==> src/rtl/muldiv_iter_if.sv <==
// muldiv_iter_if: operand/result bus and start/busy/done handshake of muldiv_iter.
// master drives operands and the start request; slave returns status and HI/LO.
interface muldiv_iter_if #(
  parameter int WIDTH = 32
);
  logic [WIDTH-1:0] DA;
  logic [WIDTH-1:0] DB;
  logic [2:0]       op;
  logic             start;
  logic             busy;
  logic             done;
  logic [WIDTH-1:0] HI;
  logic [WIDTH-1:0] LO;

  modport master (output DA, DB, op, start, input busy, done, HI, LO);
  modport slave  (input DA, DB, op, start, output busy, done, HI, LO);
endinterface

==> src/rtl/muldiv_iter.sv <==
// muldiv_iter: iterative HI/LO multiply/divide unit.
// A radix-2 shift-add multiplier and a restoring divider share one rem/quo
// register pair. Operands are reduced to magnitudes on entry and the result
// sign is fixed up in a single FIX cycle before HI/LO are written.
// Optional feature: define MULDIV_FAST_MUL_EN to compute mult/multu with a
// single-cycle array multiplier (IDLE -> FIX directly). Division always iterates.
module muldiv_iter #(
  parameter int WIDTH = 32
) (
  input logic          clk,
  input logic          rst_n,
  muldiv_iter_if.slave bus
);

  localparam int            CW       = $clog2(WIDTH);
  localparam logic [CW-1:0] CNT_LAST = CW'(WIDTH - 1);

  typedef enum logic [1:0] {
    ST_IDLE = 2'd0,
    ST_CALC = 2'd1,
    ST_FIX  = 2'd2
  } state_t;

  state_t           state_q, state_d;
  logic [CW-1:0]    cnt_q, cnt_d;
  logic [WIDTH-1:0] rem_q, rem_d;     // partial product high half / partial remainder
  logic [WIDTH-1:0] quo_q, quo_d;     // multiplier bits / dividend bits shifting into quotient
  logic [WIDTH-1:0] b_q, b_d;         // |multiplicand| or |divisor|
  logic [WIDTH-1:0] hi_q, hi_d;
  logic [WIDTH-1:0] lo_q, lo_d;
  logic             is_div_q, is_div_d;
  logic             neg_q, neg_d;         // negate product (mult) or quotient (div)
  logic             neg_rem_q, neg_rem_d; // negate remainder (div)
  logic             busy_q, busy_d;
  logic             done_q, done_d;

  logic             signed_op_s;
  logic             sign_a_s;
  logic             sign_b_s;
  logic             b_zero_s;
  logic [WIDTH-1:0] mag_a_s;
  logic [WIDTH-1:0] mag_b_s;
  logic [WIDTH:0]   mul_sum_s;
  logic [WIDTH:0]   div_shift_s;
  logic [WIDTH:0]   div_diff_s;
  logic [2*WIDTH-1:0] prod_s;
  logic [2*WIDTH-1:0] prod_fix_s;

  // Two's-complement negation of a WIDTH-bit value.
  function automatic logic [WIDTH-1:0] negate_w(input logic [WIDTH-1:0] x);
    return {WIDTH{1'b0}} - x;
  endfunction

`ifdef MULDIV_FAST_MUL_EN
  logic [2*WIDTH-1:0] fast_prod_s;

  // Single-cycle magnitude product used when the fast multiplier is built in.
  always_comb begin
    fast_prod_s = {{WIDTH{1'b0}}, mag_a_s} * {{WIDTH{1'b0}}, mag_b_s};
  end
`endif

  // Operand conditioning: signed ops (mult, div) work on magnitudes.
  always_comb begin
    signed_op_s = ~bus.op[2] & ~bus.op[0];
    sign_a_s    = signed_op_s & bus.DA[WIDTH-1];
    sign_b_s    = signed_op_s & bus.DB[WIDTH-1];
    mag_a_s     = sign_a_s ? negate_w(bus.DA) : bus.DA;
    mag_b_s     = sign_b_s ? negate_w(bus.DB) : bus.DB;
    b_zero_s    = (bus.DB == {WIDTH{1'b0}});
  end

  // One iteration step for each algorithm plus the signed product fix-up.
  always_comb begin
    mul_sum_s   = {1'b0, rem_q} + (quo_q[0] ? {1'b0, b_q} : {(WIDTH+1){1'b0}});
    div_shift_s = {rem_q, quo_q[WIDTH-1]};
    div_diff_s  = div_shift_s - {1'b0, b_q};
    prod_s      = {rem_q, quo_q};
    prod_fix_s  = neg_q ? ({(2*WIDTH){1'b0}} - prod_s) : prod_s;
  end

  // Control FSM next state and datapath register updates.
  always_comb begin
    state_d   = state_q;
    cnt_d     = cnt_q;
    rem_d     = rem_q;
    quo_d     = quo_q;
    b_d       = b_q;
    hi_d      = hi_q;
    lo_d      = lo_q;
    is_div_d  = is_div_q;
    neg_d     = neg_q;
    neg_rem_d = neg_rem_q;
    done_d    = 1'b0;

    case (state_q)
      ST_IDLE: begin
        if (bus.start) begin
          if (~bus.op[2]) begin
            rem_d     = {WIDTH{1'b0}};
            quo_d     = mag_a_s;
            b_d       = mag_b_s;
            cnt_d     = {CW{1'b0}};
            is_div_d  = bus.op[1];
            neg_rem_d = sign_a_s;
            // Divide by zero must leave the all-ones quotient uncorrected.
            neg_d     = (sign_a_s ^ sign_b_s) & ~(bus.op[1] & b_zero_s);
`ifdef MULDIV_FAST_MUL_EN
            if (~bus.op[1]) begin
              {rem_d, quo_d} = fast_prod_s;
              state_d        = ST_FIX;
            end else begin
              state_d = ST_CALC;
            end
`else
            state_d = ST_CALC;
`endif
          end else if (~bus.op[1]) begin
            if (bus.op[0]) begin
              lo_d = bus.DA;
            end else begin
              hi_d = bus.DA;
            end
          end else begin
            state_d = ST_IDLE;  // reserved op codes do nothing
          end
        end else begin
          state_d = ST_IDLE;
        end
      end

      ST_CALC: begin
        if (is_div_q) begin
          if (div_diff_s[WIDTH]) begin
            rem_d = div_shift_s[WIDTH-1:0];
            quo_d = {quo_q[WIDTH-2:0], 1'b0};
          end else begin
            rem_d = div_diff_s[WIDTH-1:0];
            quo_d = {quo_q[WIDTH-2:0], 1'b1};
          end
        end else begin
          rem_d = mul_sum_s[WIDTH:1];
          quo_d = {mul_sum_s[0], quo_q[WIDTH-1:1]};
        end
        cnt_d = cnt_q + CW'(1);
        if (cnt_q == CNT_LAST) begin
          state_d = ST_FIX;
        end else begin
          state_d = ST_CALC;
        end
      end

      ST_FIX: begin
        if (is_div_q) begin
          hi_d = neg_rem_q ? negate_w(rem_q) : rem_q;
          lo_d = neg_q ? negate_w(quo_q) : quo_q;
        end else begin
          hi_d = prod_fix_s[2*WIDTH-1:WIDTH];
          lo_d = prod_fix_s[WIDTH-1:0];
        end
        done_d  = 1'b1;
        state_d = ST_IDLE;
      end

      default: begin
        state_d = ST_IDLE;
      end
    endcase

    busy_d = (state_d != ST_IDLE);
  end

  // State and datapath registers with synchronous active-low reset.
  always_ff @(posedge clk) begin
    if (!rst_n) begin
      state_q   <= ST_IDLE;
      cnt_q     <= {CW{1'b0}};
      rem_q     <= {WIDTH{1'b0}};
      quo_q     <= {WIDTH{1'b0}};
      b_q       <= {WIDTH{1'b0}};
      hi_q      <= {WIDTH{1'b0}};
      lo_q      <= {WIDTH{1'b0}};
      is_div_q  <= 1'b0;
      neg_q     <= 1'b0;
      neg_rem_q <= 1'b0;
      busy_q    <= 1'b0;
      done_q    <= 1'b0;
    end else begin
      state_q   <= state_d;
      cnt_q     <= cnt_d;
      rem_q     <= rem_d;
      quo_q     <= quo_d;
      b_q       <= b_d;
      hi_q      <= hi_d;
      lo_q      <= lo_d;
      is_div_q  <= is_div_d;
      neg_q     <= neg_d;
      neg_rem_q <= neg_rem_d;
      busy_q    <= busy_d;
      done_q    <= done_d;
    end
  end

  assign bus.busy = busy_q;
  assign bus.done = done_q;
  assign bus.HI   = hi_q;
  assign bus.LO   = lo_q;

endmodule
==> src/flat_wrapper.sv <==
// flat-port wrapper written by rule: the top's interface ports become plain ports
module muldiv_iter_flat 
#(
  parameter int WIDTH = 32
)
  (clk, rst_n, bus_DA, bus_DB, bus_op, bus_start, bus_busy, bus_done, bus_HI, bus_LO);
  muldiv_iter_if #(.WIDTH(WIDTH)) bus_i ();
  input logic clk;
  input logic rst_n;
  input wire logic [$bits(bus_i.DA)-1:0] bus_DA;
  input wire logic [$bits(bus_i.DB)-1:0] bus_DB;
  input wire logic [$bits(bus_i.op)-1:0] bus_op;
  input wire logic [$bits(bus_i.start)-1:0] bus_start;
  output wire logic [$bits(bus_i.busy)-1:0] bus_busy;
  output wire logic [$bits(bus_i.done)-1:0] bus_done;
  output wire logic [$bits(bus_i.HI)-1:0] bus_HI;
  output wire logic [$bits(bus_i.LO)-1:0] bus_LO;
  assign bus_i.DA = bus_DA;
  assign bus_i.DB = bus_DB;
  assign bus_i.op = bus_op;
  assign bus_i.start = bus_start;
  assign bus_busy = bus_i.busy;
  assign bus_done = bus_i.done;
  assign bus_HI = bus_i.HI;
  assign bus_LO = bus_i.LO;
  muldiv_iter #(.WIDTH(WIDTH)) u_core (.clk(clk), .rst_n(rst_n), .bus(bus_i));
endmodule
==> config.mk <==
export PLATFORM = sky130hd
export DESIGN_NAME = muldiv_iter_flat
export DESIGN_NICKNAME = d
export VERILOG_FILES = /design/src/rtl/muldiv_iter_if.sv /design/src/rtl/muldiv_iter.sv /design/src/flat_wrapper.sv
export SDC_FILE = /design/constraint.sdc
export NUM_CORES = 1
export LEC_CHECK = 0
export BUFFER_PORTS_ARGS = -buffer_cell sky130_fd_sc_hd__buf_2
export CAP_MARGIN = 20
export CORE_MARGIN = 5
export CORE_UTILIZATION = 45
export DETAILED_ROUTE_END_ITERATION = 16
export PLACE_DENSITY_LB_ADDON = 0.08
export SLEW_MARGIN = 30
export SYNTH_ARGS = -nofsm -noshare
export SYNTH_HDL_FRONTEND = slang
export SYNTH_SLANG_ARGS = --single-unit
==> constraint.sdc <==
create_clock -name clk -period 10.2 [get_ports clk]
set_input_delay 1.02 -clock clk [delete_from_list [all_inputs] [get_ports clk]]
set_output_delay 1.02 -clock clk [all_outputs]
set_load 0.02 [all_outputs]
## Word level (Yosys, flattened, before mapping)

Index checks and enable logic that the tools add are counted.

| word-level totals | value |
|---|---|
| output and inout bits | 66 |
| word-level logic and storage cells | 84 |
| bits in registers | 172 |
| input bits | 70 |

| operators by class | value |
|---|---|
| multiplexer cells | 37 |
| bitwise gates (word level) | 9 |
| eq/ne operators | 9 |
| add/sub/neg operators | 8 |
| reduce and logical (&&, ||, !) cells | 9 |

Operators with widths:

| kind | number |
|---|---|
| $mux 32 | 22 |
| $pmux 32 s2 | 4 |
| $sub 1x32->32 const A | 4 |
| $mux 64 | 1 |
| $sub 1x64->64 const A | 1 |
| $add 32x33->33 | 1 |
| $sub 33x32->33 | 1 |
| $logic_not 32->1 | 1 |
| $ne 2x2->1 const B | 6 |
| $mux 5 | 2 |
| $pmux 5 s2 | 1 |
| $reduce_and 5->1 | 2 |
| $mux 2 | 4 |
| $reduce_and 3->1 | 2 |
| $reduce_bool 2->1 | 3 |
| $add 5x1->5 const B | 1 |
| $and 1x1->1 | 5 |
| $eq 5x5->1 const B | 1 |
| $pmux 2 s2 | 1 |
| $not 1->1 | 3 |
| $eq 2x1->1 const B | 1 |
| $eq 2x2->1 const B | 1 |
| $logic_not 2->1 | 1 |
| $mux 1 | 2 |
| $xor 1x1->1 | 1 |

## Logic depth before layout (Yosys ltp)

Gate-level depths: netlist of the first run.

| logic depth | value |
|---|---|
| word-level depth | 7 |
| gate-level depth with buffers | 14 |
| gate-level depth less buffers | 13 |

## Least setup slack after synthesis of the first run

OpenSTA, ideal clock, no wires.

| path | value |
|---|---|
| kind | input to register |
| start | in bus_DB[6] |
| end | reg u_core.b_q[29] |
| data required time | 10.072 ns |
| stages | 9 |
| path slack | 6.763 ns |
| setup time | 0.128 ns |
| arrival time | 3.309 ns |
| buffers on the path | 0 |
| path through | or4_1 or4_1 nor4_1 and4_1 nand2_1 o21ai_1 xnor2_1 mux2i_1 nor2_1 |

| between the ends | value |
|---|---|
| cells in the longest elaborated chain, start to end | 2 |

RTL lines:

| what | RTL line | text |
|---|---|---|
| start: declaration | flat_wrapper.sv:11 | `input wire logic [$bits(bus_i.DB)-1:0] bus_DB;` |
| $sub 1x32->32 | muldiv_iter.sv:51 | `return {WIDTH{1'b0}} - x;` |
| $mux 32 | muldiv_iter.sv:69 | `mag_b_s = sign_b_s ? negate_w(bus.DB) : bus.DB;` |
| end signal: assignment | muldiv_iter.sv:180 | `b_q <= {WIDTH{1'b0}};` |
| end: declaration | muldiv_iter.sv:28 | `logic [WIDTH-1:0] b_q, b_d;` |

Every way passes these cells.
A chain may end at the register's enable or synchronous reset.

## Worst setup path after layout of the first run

| path | value |
|---|---|
| start | reg u_core.rem_q[4] |
| end | reg u_core.rem_q[27] |

| between the ends | value |
|---|---|
| cells in the longest elaborated chain, start to end | 4 |
| elaborated cells on any way between the ends | 5 |
| those cells by class | add/sub (2); mux (3) |

RTL lines:

| what | RTL line | text |
|---|---|---|
| start: declaration | muldiv_iter.sv:26 | `logic [WIDTH-1:0] rem_q, rem_d;` |
| start signal: assignment | muldiv_iter.sv:178 | `rem_q <= {WIDTH{1'b0}};` |
| start signal: assignment | muldiv_iter.sv:191 | `rem_q <= rem_d;` |
| $sub 33x32->33 | muldiv_iter.sv:77 | `div_diff_s = div_shift_s - {1'b0, b_q};` |
| $mux 32 | muldiv_iter.sv:134 | `if (div_diff_s[WIDTH]) begin` |
| $mux 32 * | muldiv_iter.sv:133 | `if (is_div_q) begin` |
| $pmux 32 s2 * | muldiv_iter.sv:96 | `case (state_q)` |

Mark *: on every way between the ends. The rest lies on a longest branch, timed or not.

==> results of run 1 <==
[area by class of cell]
type	instances	area [um2]	share of cell area [%]
Multi-Input combinational cell	1506	9880	63.9
Timing Repair Buffer	154	838	5.42
Sequential cell	172	3450	22.3
Inverter	67	253	1.63
Clock inverter	11	86.3	0.558
Antenna cell	1	2.50	0.0162
Clock buffer	21	460	2.98
Tap cell	396	495	3.20
[synthesized netlist by cell type, types with 19 or more instances]
cell | n | area, um2
sky130_fd_sc_hd__xnor2_1 | 99 | 867
sky130_fd_sc_hd__mux2i_1 | 85 | 851
sky130_fd_sc_hd__clkbuf_1 | 102 | 383
sky130_fd_sc_hd__xor2_1 | 64 | 561
sky130_fd_sc_hd__ha_1 | 70 | 876
sky130_fd_sc_hd__nor3_1 | 35 | 175
sky130_fd_sc_hd__nor2_1 | 241 | 905
sky130_fd_sc_hd__nand2b_1 | 23 | 144
sky130_fd_sc_hd__a211oi_1 | 85 | 638
sky130_fd_sc_hd__inv_1 | 67 | 251
sky130_fd_sc_hd__nand3_1 | 23 | 115
sky130_fd_sc_hd__o31ai_1 | 24 | 180
sky130_fd_sc_hd__nand2_1 | 143 | 537
sky130_fd_sc_hd__a21o_1 | 34 | 255
sky130_fd_sc_hd__o221ai_1 | 19 | 166
sky130_fd_sc_hd__o21ai_0 | 117 | 586
sky130_fd_sc_hd__or3_1 | 25 | 156
sky130_fd_sc_hd__a21oi_1 | 172 | 861
sky130_fd_sc_hd__dfxtp_1 | 172 | 3440
[layer usage]
layer	GRT usage (%)	share of wire (%)	vias to the layer above
li1	-	-	6907
met1	38.7	45	6746
met5	0	0	-
met2	44.8	46	557
met4	9.35	3.2	0
met3	3.81	5.9	82
[worst reg2reg max path: stages, from the launching register on]
cell	delay [ns]
sky130_fd_sc_hd__dfxtp_1	0.60
sky130_fd_sc_hd__ha_1	0.38
sky130_fd_sc_hd__a21o_1	0.20
sky130_fd_sc_hd__or3_1	0.38
sky130_fd_sc_hd__o2111ai_1	0.21
sky130_fd_sc_hd__o211ai_1	0.25
sky130_fd_sc_hd__and4_1	0.31
sky130_fd_sc_hd__nor4_1	0.61
sky130_fd_sc_hd__nor3_4	0.18
sky130_fd_sc_hd__buf_4	0.35
sky130_fd_sc_hd__or4_1	0.59
sky130_fd_sc_hd__a32o_1	0.23
[through the flow]
| step | hold slack [ns] | std cells | power (mW) | area (um2) |
|---|---|---|---|---|
| floorplan | 0.460 | 1870 | 1.03 | 14000 |
| global placement | 0.445 | 2294 | 1.16 | 14900 |
| detailed placement | 0.454 | 2295 | 1.16 | 14900 |
| CTS | 0.461 | 2327 | 1.79 | 15500 |
| global route | 0.495 | 2327 | 1.86 | 15500 |
| finish | 0.459 | 2328 | 1.79 | 15500 |
[state kept, by name (all words and copies together), names as in the netlist]
register,flops
u_core.is_div_q,1
u_core.rem_q,32
u_core.b_q,32
u_core.neg_rem_q,1
u_core.cnt_q,5
u_core.state_q,2
u_core.neg_q,1
u_core.bus.busy,1
u_core.bus.HI,32
u_core.bus.LO,32
u_core.bus.done,1
u_core.quo_q,32
[worst max-delay path by stage]
stage,startpoint,end,slack (ns)
final,u_core.rem_q[4],u_core.rem_q[27],5.83
after global placement,u_core.quo_q[0],u_core.rem_q[30],5.79
after global routing,u_core.rem_q[4],u_core.rem_q[27],5.66
after detailed placement,u_core.rem_q[4],u_core.rem_q[27],5.89
after CTS,u_core.rem_q[4],u_core.rem_q[27],5.87
after floorplan,bus_DB[6],u_core.b_q[29],6.76
[power by group]
| part | switching, mW | total [mW] | internal [mW] |
|---|---|---|---|
| registers | 0.0380 | 0.738 | 0.700 |
| clock network | 0.312 | 0.640 | 0.328 |
| logic | 0.262 | 0.414 | 0.151 |
[cells in the final DEF, fill, tap and decap left out, drive strengths merged, types with 13 or more instances in the layout]
master and instances:
nor2 241, a21oi 172, dfxtp 172, buf 154
nand2 143, o21ai 118, xnor2 99, mux2i 85
a211oi 85, ha 70, inv 69, xor2 64
nor3 36, a21o 34, or3 25, o31ai 24
nand3 23, nand2b 23, clkbuf 21, o221ai 19
o211ai 18, a22oi 18, nor4 18, o41ai 15
or4 15, and3 14, a311oi 14, a31oi 14
and2 13
[logic make-up after synthesis]
| logic type | Yosys count | share of synthesized area [%] |
|---|---|---|
| AOI/OAI and AO/OA | 588 | 27.2 |
| DFF | 172 | 24.6 |
| and+or+nand+nor | 594 | 19.8 |
| muxes | 89 | 6.40 |
| buffers and inverters | 192 | 5.26 |
| adders and majority gates | 72 | 6.54 |
| xor gates and xnor gates | 163 | 10.2 |
==> results.txt, run 1 <==
After synthesis, the share of flip-flops with an asynchronous set or reset is 0%. For this design, the sink count on the clock tree is 172. The first TritonRoute pass finished after 5 iterations.

For this run, the slowest stage of the critical path takes 0.61 ns. In this run, post-CTS repair resized a total of 0 instances. The setup slack after layout is 5.83 ns. The count of final hold-check violations is 0. The power per cell area came out at 116 nW/um2. The number of port buffers came out at 135. The endpoint identified for the worst register-to-register timing path is u_core.rem_q[27]. The max-cap violation count is 0. The remaining global-route overflow is 0. The area overhead of the layout relative to synthesis is 10.4%. The number of synthesized flops with an enable pin came out at 0. The clock-pin slew of the registers on the worst-case setup and hold paths is 0.07 ns.

The y dimension of the die is 186 um. STA classifies the critical path endpoint as a register. Cells with a size suffix above 1 make up 11.4% of the layout. The wire length of the first global-routing pass is 78800 um.

The layout filler cell count is 3060. The warning count from the yosys run came out at 0. The cell sitting at the root of the clock tree is a sky130_fd_sc_hd__clkbuf_16. The site row count came out at 64. Summing every instance area after synthesis gives 14000 um2. The overall routed net length is 50900 um. The number of buffers inserted by post-CTS setup repair is 0.

The number of library cell types mapped by synthesis is 75. STA puts the critical path data arrival time at 4.72 ns. For this design the static power due to leakage is 6.64 nW. The maximum frequency from static timing analysis is 0.229 GHz. On the critical path, the stage with the largest delay is an instance of sky130_fd_sc_hd__nor4_1.

The run finished with clean final reports. The critical path goes through ha_1 -> a21o_1 -> or3_1 -> o2111ai_1 -> o211ai_1 -> and4_1 -> nor4_1 -> nor3_4 -> buf_4 -> or4_1 -> a32o_1. The final count of negative-setup-slack endpoints is 0. The placeable core area came out at 30700 um2. The number of H-tree levels came out at 4. The register bit count reported by yosys is 172. TritonCTS built the clock tree. The number of standard cells after synthesis came out at 1870.

For the pin with the worst max-slew slack, the measured transition is 0.986 ns. VDD sags by at most 112 uV. For this run, design rule violations remaining after detail routing come to 0. The number of nets in the finished design came out at 2060.

The initial antenna violation count is 0. The number of nets in the synthesized netlist is 2012. The placer's final routability congestion estimate is 0.914.

The startpoint identified for the worst register-to-register timing path is u_core.rem_q[4]. The vias after detailed routing is 14292. For the final routed database, the setup TNS stands at 0 ns.

The clock latency of the later-clocked register in the worst-skew pair came out at 0.45 ns. The post-route core utilization is 50.4%. The die covers 34800 um2. The initial utilization of the core area, before any placement, comes to 45.7%. The cell class contributing the biggest share of worst-path delay is simple AND/OR/NAND/NOR gates. The category of the critical setup timing path is register to register.

The I/O pin count came out at 136. The required time at the endpoint of the critical path is 10.55 ns. The number of nets with antenna violations after routing came out at 0. The via count of the first global-routing pass came out at 13190.

On the final layout, the worst clock skew is 0.0123 ns. The worst hold path terminates at u_core.bus.HI[9]. The biggest fanout along the worst timing path came out at 28.

The setup check on the worst reg-to-reg path leaves a slack of 5.83 ns. Entering global routing, the biggest net connects 68 pins. The post-route minimum period came out at 4.37 ns. STA classifies the critical path startpoint as a register. The detailed router's first-iteration violation count came out at 1399. The number of max-slew violations in the final report was 0. Setup repair after global routing left no endpoint under its margin. The number of cells on the worst reg-to-reg path came out at 11. The worst hold path belongs to the class register to register.

The origin of the worst min-delay path is u_core.bus.HI[9]. The total clock buffers created by CTS is 17. The share of the cycle needed by the critical path after routing came out at 42.9%. The most used flip-flop cell after synthesis is sky130_fd_sc_hd__dfxtp_1.

For this run, the total global-route usage over all layers was measured as 27.9%. The cts-stage hold buffer count came out at 0. Measured against its own limit, the worst slew margin works out to 34.2%. OpenSTA, run right after detailed placement, puts the worst setup slack at 5.89 ns. The number of cells on the worst hold path is 2. The number of buffers on the longest clock path came out at 2. The instance count on the critical path is 11. The HPWL reported at the end of detailed placement is 38300 um.

Counting both buffers and inverters, the worst setup path holds a total of 1. The average vias per placed instance came out at 6.14. For this run, the register share of the synthesized area comes to 24.6%. After synthesis, the mean cell area works out to 7.49 um2. After detailed routing, the average wire length per cell comes to 21.9 um. The die width is 186 um.
No activity file was read; power rests on OpenSTA's default activity.
==> inputs of run 2 (changes only) <==
==> constraint.sdc (replaced) <==
create_clock -name clk -period 3.8 [get_ports clk]
set_input_delay 0.38 -clock clk [delete_from_list [all_inputs] [get_ports clk]]
set_output_delay 0.38 -clock clk [all_outputs]
set_load 0.02 [all_outputs]
==> run 2 against run 1 <==
Effect of this change:
- final area is 2.8% higher
- combinational power grew to 2.8 times the previous value
- hold slack worse by 0.21 ns
- total power grew to 2.8 times the previous value
==> results.txt, run 2 (synthesis results as in run 1) <==
The kind of cell with the highest combined delay along the critical path is compound AO/OA/AOI/OAI gates. The placer's final routability congestion estimate is 0.962 (+5.3%). The buffer and inverter count on the worst path is 1 (unchanged).

The post-detailed-route wirelength per cell is 21.4 um (-2.1%). Clock tree synthesis selected as its root buffer the cell sky130_fd_sc_hd__clkbuf_16. In this run the worst hold path is classified as primary input to register. The count of final hold-check violations came out at 0 (unchanged). The headroom to the max-slew limit came to 40.5% (+6.3 points). The setup slack after layout is 0.216 ns (-5.61 ns). The clock latency of the later-clocked register in the worst-skew pair came out at 0.46 ns (about the same). The largest individual stage delay along the critical path comes from the cell sky130_fd_sc_hd__or4_1. The number of nets with antenna violations after routing is 0 (unchanged). The post-CTS resize count is 0 (unchanged). The placeable core area is 30700 um2 (unchanged). The total clock buffers created by CTS came out at 17 (unchanged). The maximum frequency from static timing analysis is 0.279 GHz (+22%). Traced cell by cell, the critical path runs through inv_1 -> ha_1 -> fa_1 -> nand2b_1 -> a21oi_1 -> o2111ai_1 -> o211ai_1 -> and4_1 -> o2111a_1 -> nor3_4 -> or4_1 -> a32o_1. The cell count after placement is 2343 (+2.1%).

The die width is 186 um (unchanged). The remaining global-route overflow is 0 (unchanged). The CTS tree is built. The max-cap violation count is 0 (unchanged). The number of DRC violations after detailed routing is 0 (unchanged). The worst setup path is captured at a register. The post-route minimum period is 3.58 ns (-0.788 ns). The initial antenna violation count came to 0 (unchanged).

The peak supply drop is 231 uV (+110%). The final standard cell count with taps included and fillers excluded came out at 2375 (+2.0%). The register area came out at 3440 um2 (about the same). The share of the cycle needed by the critical path after routing came out at 94.3% (+51 points). The die outline area came out at 34800 um2 (unchanged). The via count of the first global-routing pass came out at 13726 (+4.1%). The number of port buffers is 135 (unchanged). The overall routed net length is 50900 um (about the same).

The initial core utilization is 45.7% (unchanged). The share of layout cells above drive strength 1 came out at 13.7% (+2.2 points). The y dimension of the die is 186 um (unchanged). The area of the multi-input gates is 9890 um2 (+0.13%).

The required time at the endpoint of the critical path is 4.15 ns (-6.40 ns). The worst setup path is launched from a register. The longest individual stage delay on the worst path came out at 0.57 ns (-0.04 ns). The number of H-tree levels is 4 (unchanged). The CTS sink count was 172 (unchanged). The I/O pin count was 136 (unchanged). The cts-stage hold buffer count is 0 (unchanged).

The biggest fanout along the worst timing path came out at 5 (-82%). The placement-stage worst setup slack is 0.173 ns (-5.71 ns). The number of buffers on the longest clock path came to 2 (unchanged). The layout filler cell count is 3045 (-0.49%). The number of nets in the finished design is 2108 (+2.3%). The static leakage came out at 6.94 nW (+4.4%). The flow ran to the end, and the final reports show no timing, DRC or antenna violations. Leaving out fill and tap cells, the most frequent cell in the layout is sky130_fd_sc_hd__nor2_1. The category of the critical setup timing path is register to register.

The power per cell area is 312 nW/um2 (+170%). The detailed router's first-iteration violation count is 1083 (-23%). The number of antenna cells inserted came to 0 (-1). The number of max-slew violations in the final report came out at 0 (unchanged).

The post-route clock skew came out at 0.0116 ns (-0.000686 ns). The vias after detailed routing came out at 14452 (+1.1%). The all-layer global routing usage is 28.0% (+0.048 points).

The final count of negative-setup-slack endpoints came out at 0 (unchanged). The HPWL reported at the end of detailed placement is 38500 um (+0.54%). The clock-pin slew of the registers on the worst-case setup and hold paths is 0.08 ns (about the same). The average vias per placed instance came out at 6.09 (-0.88%). The first-pass iteration count of the detailed router came out at 6 (+1). The wire length of the first global-routing pass came out at 79100 um (+0.39%).

Setup repair after global routing left no endpoint under its margin. The largest net degree at the start of global routing is 101 (+49%). The site row count is 64 (unchanged).

From synthesis to final layout, the design area changed by 13.5%. The number of buffers inserted by post-CTS setup repair is 0 (unchanged). The transition time at the pin with the least slew margin is 0.882 ns (-0.104 ns).

The accumulated negative setup slack was 0 ns (unchanged). The data arrival at the endpoint of the critical path is 3.93 ns (-0.79 ns). In the layout the commonest cells are sky130_fd_sc_hd__nor2_1 (239), sky130_fd_sc_hd__a21oi_1 (172), sky130_fd_sc_hd__dfxtp_1 (171).
==> run 2: path summary, 6_finish.rpt <==
kind | startpoint | end | slack (ns) | cells past startpoint
max | u_core.quo_q[31] | u_core.rem_q[27] | 0.22 | 12
min | bus_DB[18] | u_core.b_q[18] | 0.25 | 3
max reg2reg | u_core.quo_q[31] | u_core.rem_q[27] | 0.22 | 12
min reg2reg | u_core.bus.HI[9] | u_core.bus.HI[9] | 0.47 | 2
==> run 2: metal layers <==
layer / vias up / global-route usage, % / part of all wire (%)
li1: 6986 / - / -
met1: 6841 / 36.6 / 43
met2: 525 / 45.3 / 46
met3: 100 / 5.36 / 6.8
met4: 0 / 11.4 / 4.1
met5: - / 0 / 0
==> run 2: stage by stage <==
stage	total power, mW	hold slack (ns)	cell area, um2	utilization (%)
2_1_floorplan	2.75	0.460	14000	-
3_3_place_gp	3.13	0.446	15300	49.8
3_5_place_dp	3.14	0.471	15300	49.8
4_1_cts	4.98	0.226	15900	51.8
5_1_grt	5.18	0.248	15900	51.8
6_report	4.96	0.248	15900	51.8
==> run 2: cell type report <==
| cell class | count | share of cell area (%) |
|---|---|---|
| flip-flops and latches | 172 | 21.7 |
| multi-input cells | 1506 | 62.3 |
| inverters | 67 | 1.59 |
| clock inverters | 12 | 0.850 |
| clock buffers | 20 | 2.94 |
| repair buffers | 202 | 7.57 |
| well taps | 396 | 3.12 |
==> run 2: worst reg2reg max path: stages (launching register included) <==
cell and delay, ns:
sky130_fd_sc_hd__dfxtp_1 0.39, sky130_fd_sc_hd__inv_1 0.10, sky130_fd_sc_hd__ha_1 0.22, sky130_fd_sc_hd__fa_1 0.40
sky130_fd_sc_hd__nand2b_1 0.18, sky130_fd_sc_hd__a21oi_1 0.32, sky130_fd_sc_hd__o2111ai_1 0.21, sky130_fd_sc_hd__o211ai_1 0.17
sky130_fd_sc_hd__and4_1 0.30, sky130_fd_sc_hd__o2111a_1 0.30, sky130_fd_sc_hd__nor3_4 0.09, sky130_fd_sc_hd__or4_1 0.57
sky130_fd_sc_hd__a32o_1 0.24
==> run 2: power by group <==
part           total [mW]  leakage, nW  internal [mW]  switching, mW
registers            1.97         1.40           1.88         0.0940
clock network        1.85        0.297           1.03          0.824
logic                1.14         5.24          0.432          0.705
total                4.96         6.94           3.34           1.62
==> inputs of run 3 (changes only) <==
==> constraint.sdc (replaced) <==
create_clock -name clk -period 4.3 [get_ports clk]
set_input_delay 0.43 -clock clk [delete_from_list [all_inputs] [get_ports clk]]
set_output_delay 0.43 -clock clk [all_outputs]
set_load 0.02 [all_outputs]
==> run 3 against run 2 <==
Effect of this change:
- sequential share of layout area rose by 0.18 points
- critical path depth rose by 1
- count of clock-buffer cells in the layout fell by 2
- utilization fell by 0.42 points
- die area did not move
- wire length rose by 1.9%
- non-clock buffer count fell by 12
- via count rose by 0.73%
- register-to-register slack improved by 0.12 ns
- critical path type unchanged
- first-iteration DRC count rose by 18%
==> results.txt, run 3 (synthesis results as in run 1) <==
The cell count after placement came out at 2331 (-0.51%). The HPWL reported at the end of detailed placement was 39500 um (+2.6%). The setup slack after layout came out at 0.339 ns (+0.123 ns).

The CTS sink count came out at 172 (unchanged). The number of antenna cells inserted came out at 0 (unchanged). The detailed router's first-iteration violation count came to 1273 (+18%). The initial antenna violation count is 0 (unchanged). The post-route core utilization came to 51.4% (-0.42 points). The die outline area is 34800 um2 (unchanged).

The data arrival at the endpoint of the critical path is 4.31 ns (+0.38 ns). The via count of the first global-routing pass is 13860 (+0.98%). The largest net degree at the start of global routing is 101 (unchanged).

The number of cells on the worst hold path was 3 (unchanged). The root buffer cell is sky130_fd_sc_hd__clkbuf_16. The most common cell after layout, fill and taps aside is sky130_fd_sc_hd__nor2_1. The maximum frequency from static timing analysis came to 0.252 GHz (-9.5%).

The number of buffers inserted by post-CTS setup repair came out at 0 (unchanged). The site row count came out at 64 (unchanged). The number of cells on the worst reg-to-reg path came out at 13 (+1). The clock latency of the later-clocked register in the worst-skew pair is 0.45 ns (about the same). The final standard cell count with taps included and fillers excluded is 2363 (-0.51%). The final count of negative-setup-slack endpoints came out at 0 (unchanged). The design area is 15800 um2 (-0.80%). The number of buffers on the longest clock path came out at 2 (unchanged).

The share of the cycle needed by the critical path after routing came out at 92.1% (-2.2 points). The placement-stage worst setup slack came to 0.258 ns (+0.0847 ns). The cts-stage hold buffer count came out at 0 (unchanged).

The post-route clock skew came to 0.0133 ns (+0.00167 ns). The number of DRC violations after detailed routing is 0 (unchanged). The biggest fanout along the worst timing path came out at 16 (+11).

The type of element capturing the critical path is a register. The post-detailed-route wirelength per cell came out at 21.9 um (+2.4%). The clock-pin slew of the registers on the worst-case setup and hold paths came to 0.08 ns (about the same). The CTS tree is built. The number of max-slew violations in the final report is 0 (unchanged). The worst setup path is launched from a register. The initial core utilization is 45.7% (unchanged).

The static leakage is 6.86 nW (-1.2%). The type of the most critical hold path is primary input to register. The accumulated negative setup slack came to 0 ns (unchanged).

The tightest hold margin is 0.298 ns (+0.0504 ns). In the layout the commonest cells are sky130_fd_sc_hd__nor2_1 (239), sky130_fd_sc_hd__a21oi_1 (172), sky130_fd_sc_hd__dfxtp_1 (171). The required time at the endpoint of the critical path was 4.65 ns (+0.50 ns).

The overall routed net length is 51800 um (+1.9%). The power per cell area is 276 nW/um2 (-12%). The die width came to 186 um (unchanged). The share of layout cells above drive strength 1 came to 13.1% (-0.63 points). The first-pass iteration count of the detailed router came out at 6 (unchanged). The area of placed instances came out at 15200 um2 (-0.63%). The number of nets in the finished design came out at 2096 (-0.57%). The vias after detailed routing is 14558 (+0.73%). The average vias per placed instance came out at 6.16 (+1.2%).

The wire length of the first global-routing pass came out at 80600 um (+1.9%). The post-CTS resize count was 0 (unchanged). The category of the critical setup timing path is register to register.

The headroom to the max-slew limit came out at 34.2% (-6.2 points). The y dimension of the die came out at 186 um (unchanged). The number of port buffers is 135 (unchanged). The placer's final routability congestion estimate came to 0.975 (+1.3%). The transition time at the pin with the least slew margin came out at 0.974 ns (+0.0922 ns). The run finished with clean final reports. The placeable core area is 30700 um2 (unchanged).

The peak supply drop is 275 uV (+19%). The count of final hold-check violations was 0 (unchanged). The area overhead of the layout relative to synthesis is 12.6%. The post-route minimum period came to 3.96 ns (+0.377 ns). Setup repair after global routing left no endpoint under its margin. The number of H-tree levels came to 4 (unchanged).

The layout filler cell count came out at 3074 (+0.95%). The max-cap violation count came out at 0 (unchanged). The number of nets with antenna violations after routing is 0 (unchanged).

The total design power is 4.35 mW (-12%). The remaining global-route overflow is 0 (unchanged). The all-layer global routing usage is 28.6% (+0.63 points). The I/O pin count is 136 (unchanged). The total clock buffers created by CTS came to 17 (unchanged).
-- run 3: cell types whose count changed in the layout (fill, tap and decap cells not counted), sizes merged --
cell and delta:
clkbuf -2, clkinv -4, clkinvlp -1, inv +8
buf -12, bufinv -1
-- run 3: final timing paths --
| path | endpoint | slack, ns | startpoint |
|---|---|---|---|
| worst max-delay path | u_core.rem_q[27] | 0.34 | u_core.quo_q[31] |
| worst min-delay path | u_core.b_q[10] | 0.30 | bus_DB[10] |
| worst max register to register | u_core.rem_q[27] | 0.34 | u_core.quo_q[31] |
| worst min register to register | u_core.bus.HI[9] | 0.46 | u_core.bus.HI[9] |
-- run 3: layer usage --
layer	GRT usage [%]	wire length [um]	part of all wire, %
met4	10.5	1840	3.5
met1	37.4	22100	43
met2	48.2	24600	48
met3	3.91	3200	6.2
met5	0	0	0
-- run 3: worst max-delay path, stage by stage (launching register included) --
cell and delay, ns:
sky130_fd_sc_hd__dfxtp_1 0.38, sky130_fd_sc_hd__inv_1 0.10, sky130_fd_sc_hd__ha_1 0.22, sky130_fd_sc_hd__fa_1 0.42, sky130_fd_sc_hd__nand2b_1 0.19, sky130_fd_sc_hd__a21oi_1 0.30
sky130_fd_sc_hd__o2111ai_1 0.17, sky130_fd_sc_hd__o211ai_1 0.27, sky130_fd_sc_hd__and4_1 0.34, sky130_fd_sc_hd__o2111a_1 0.30, sky130_fd_sc_hd__nor3_4 0.15, sky130_fd_sc_hd__buf_4 0.26
sky130_fd_sc_hd__or4_1 0.52, sky130_fd_sc_hd__a32o_1 0.22
-- run 3: area by class of cell --
cell class | instances | area, um2 | share of cell area, %
clock buffers | 18 | 439 | 2.79
clock inverters | 14 | 145 | 0.921
inverters | 67 | 253 | 1.60
multi-input cells | 1506 | 9890 | 62.7
flip-flops and latches | 172 | 3440 | 21.9
well taps | 396 | 495 | 3.14
repair buffers | 190 | 1100 | 6.98
-- run 3: report_power, final --
part,switching [mW],internal (mW),total [mW]
sequential,0.0861,1.66,1.75
combinational,0.629,0.373,1.00
clock,0.764,0.838,1.60
total,1.48,2.87,4.35
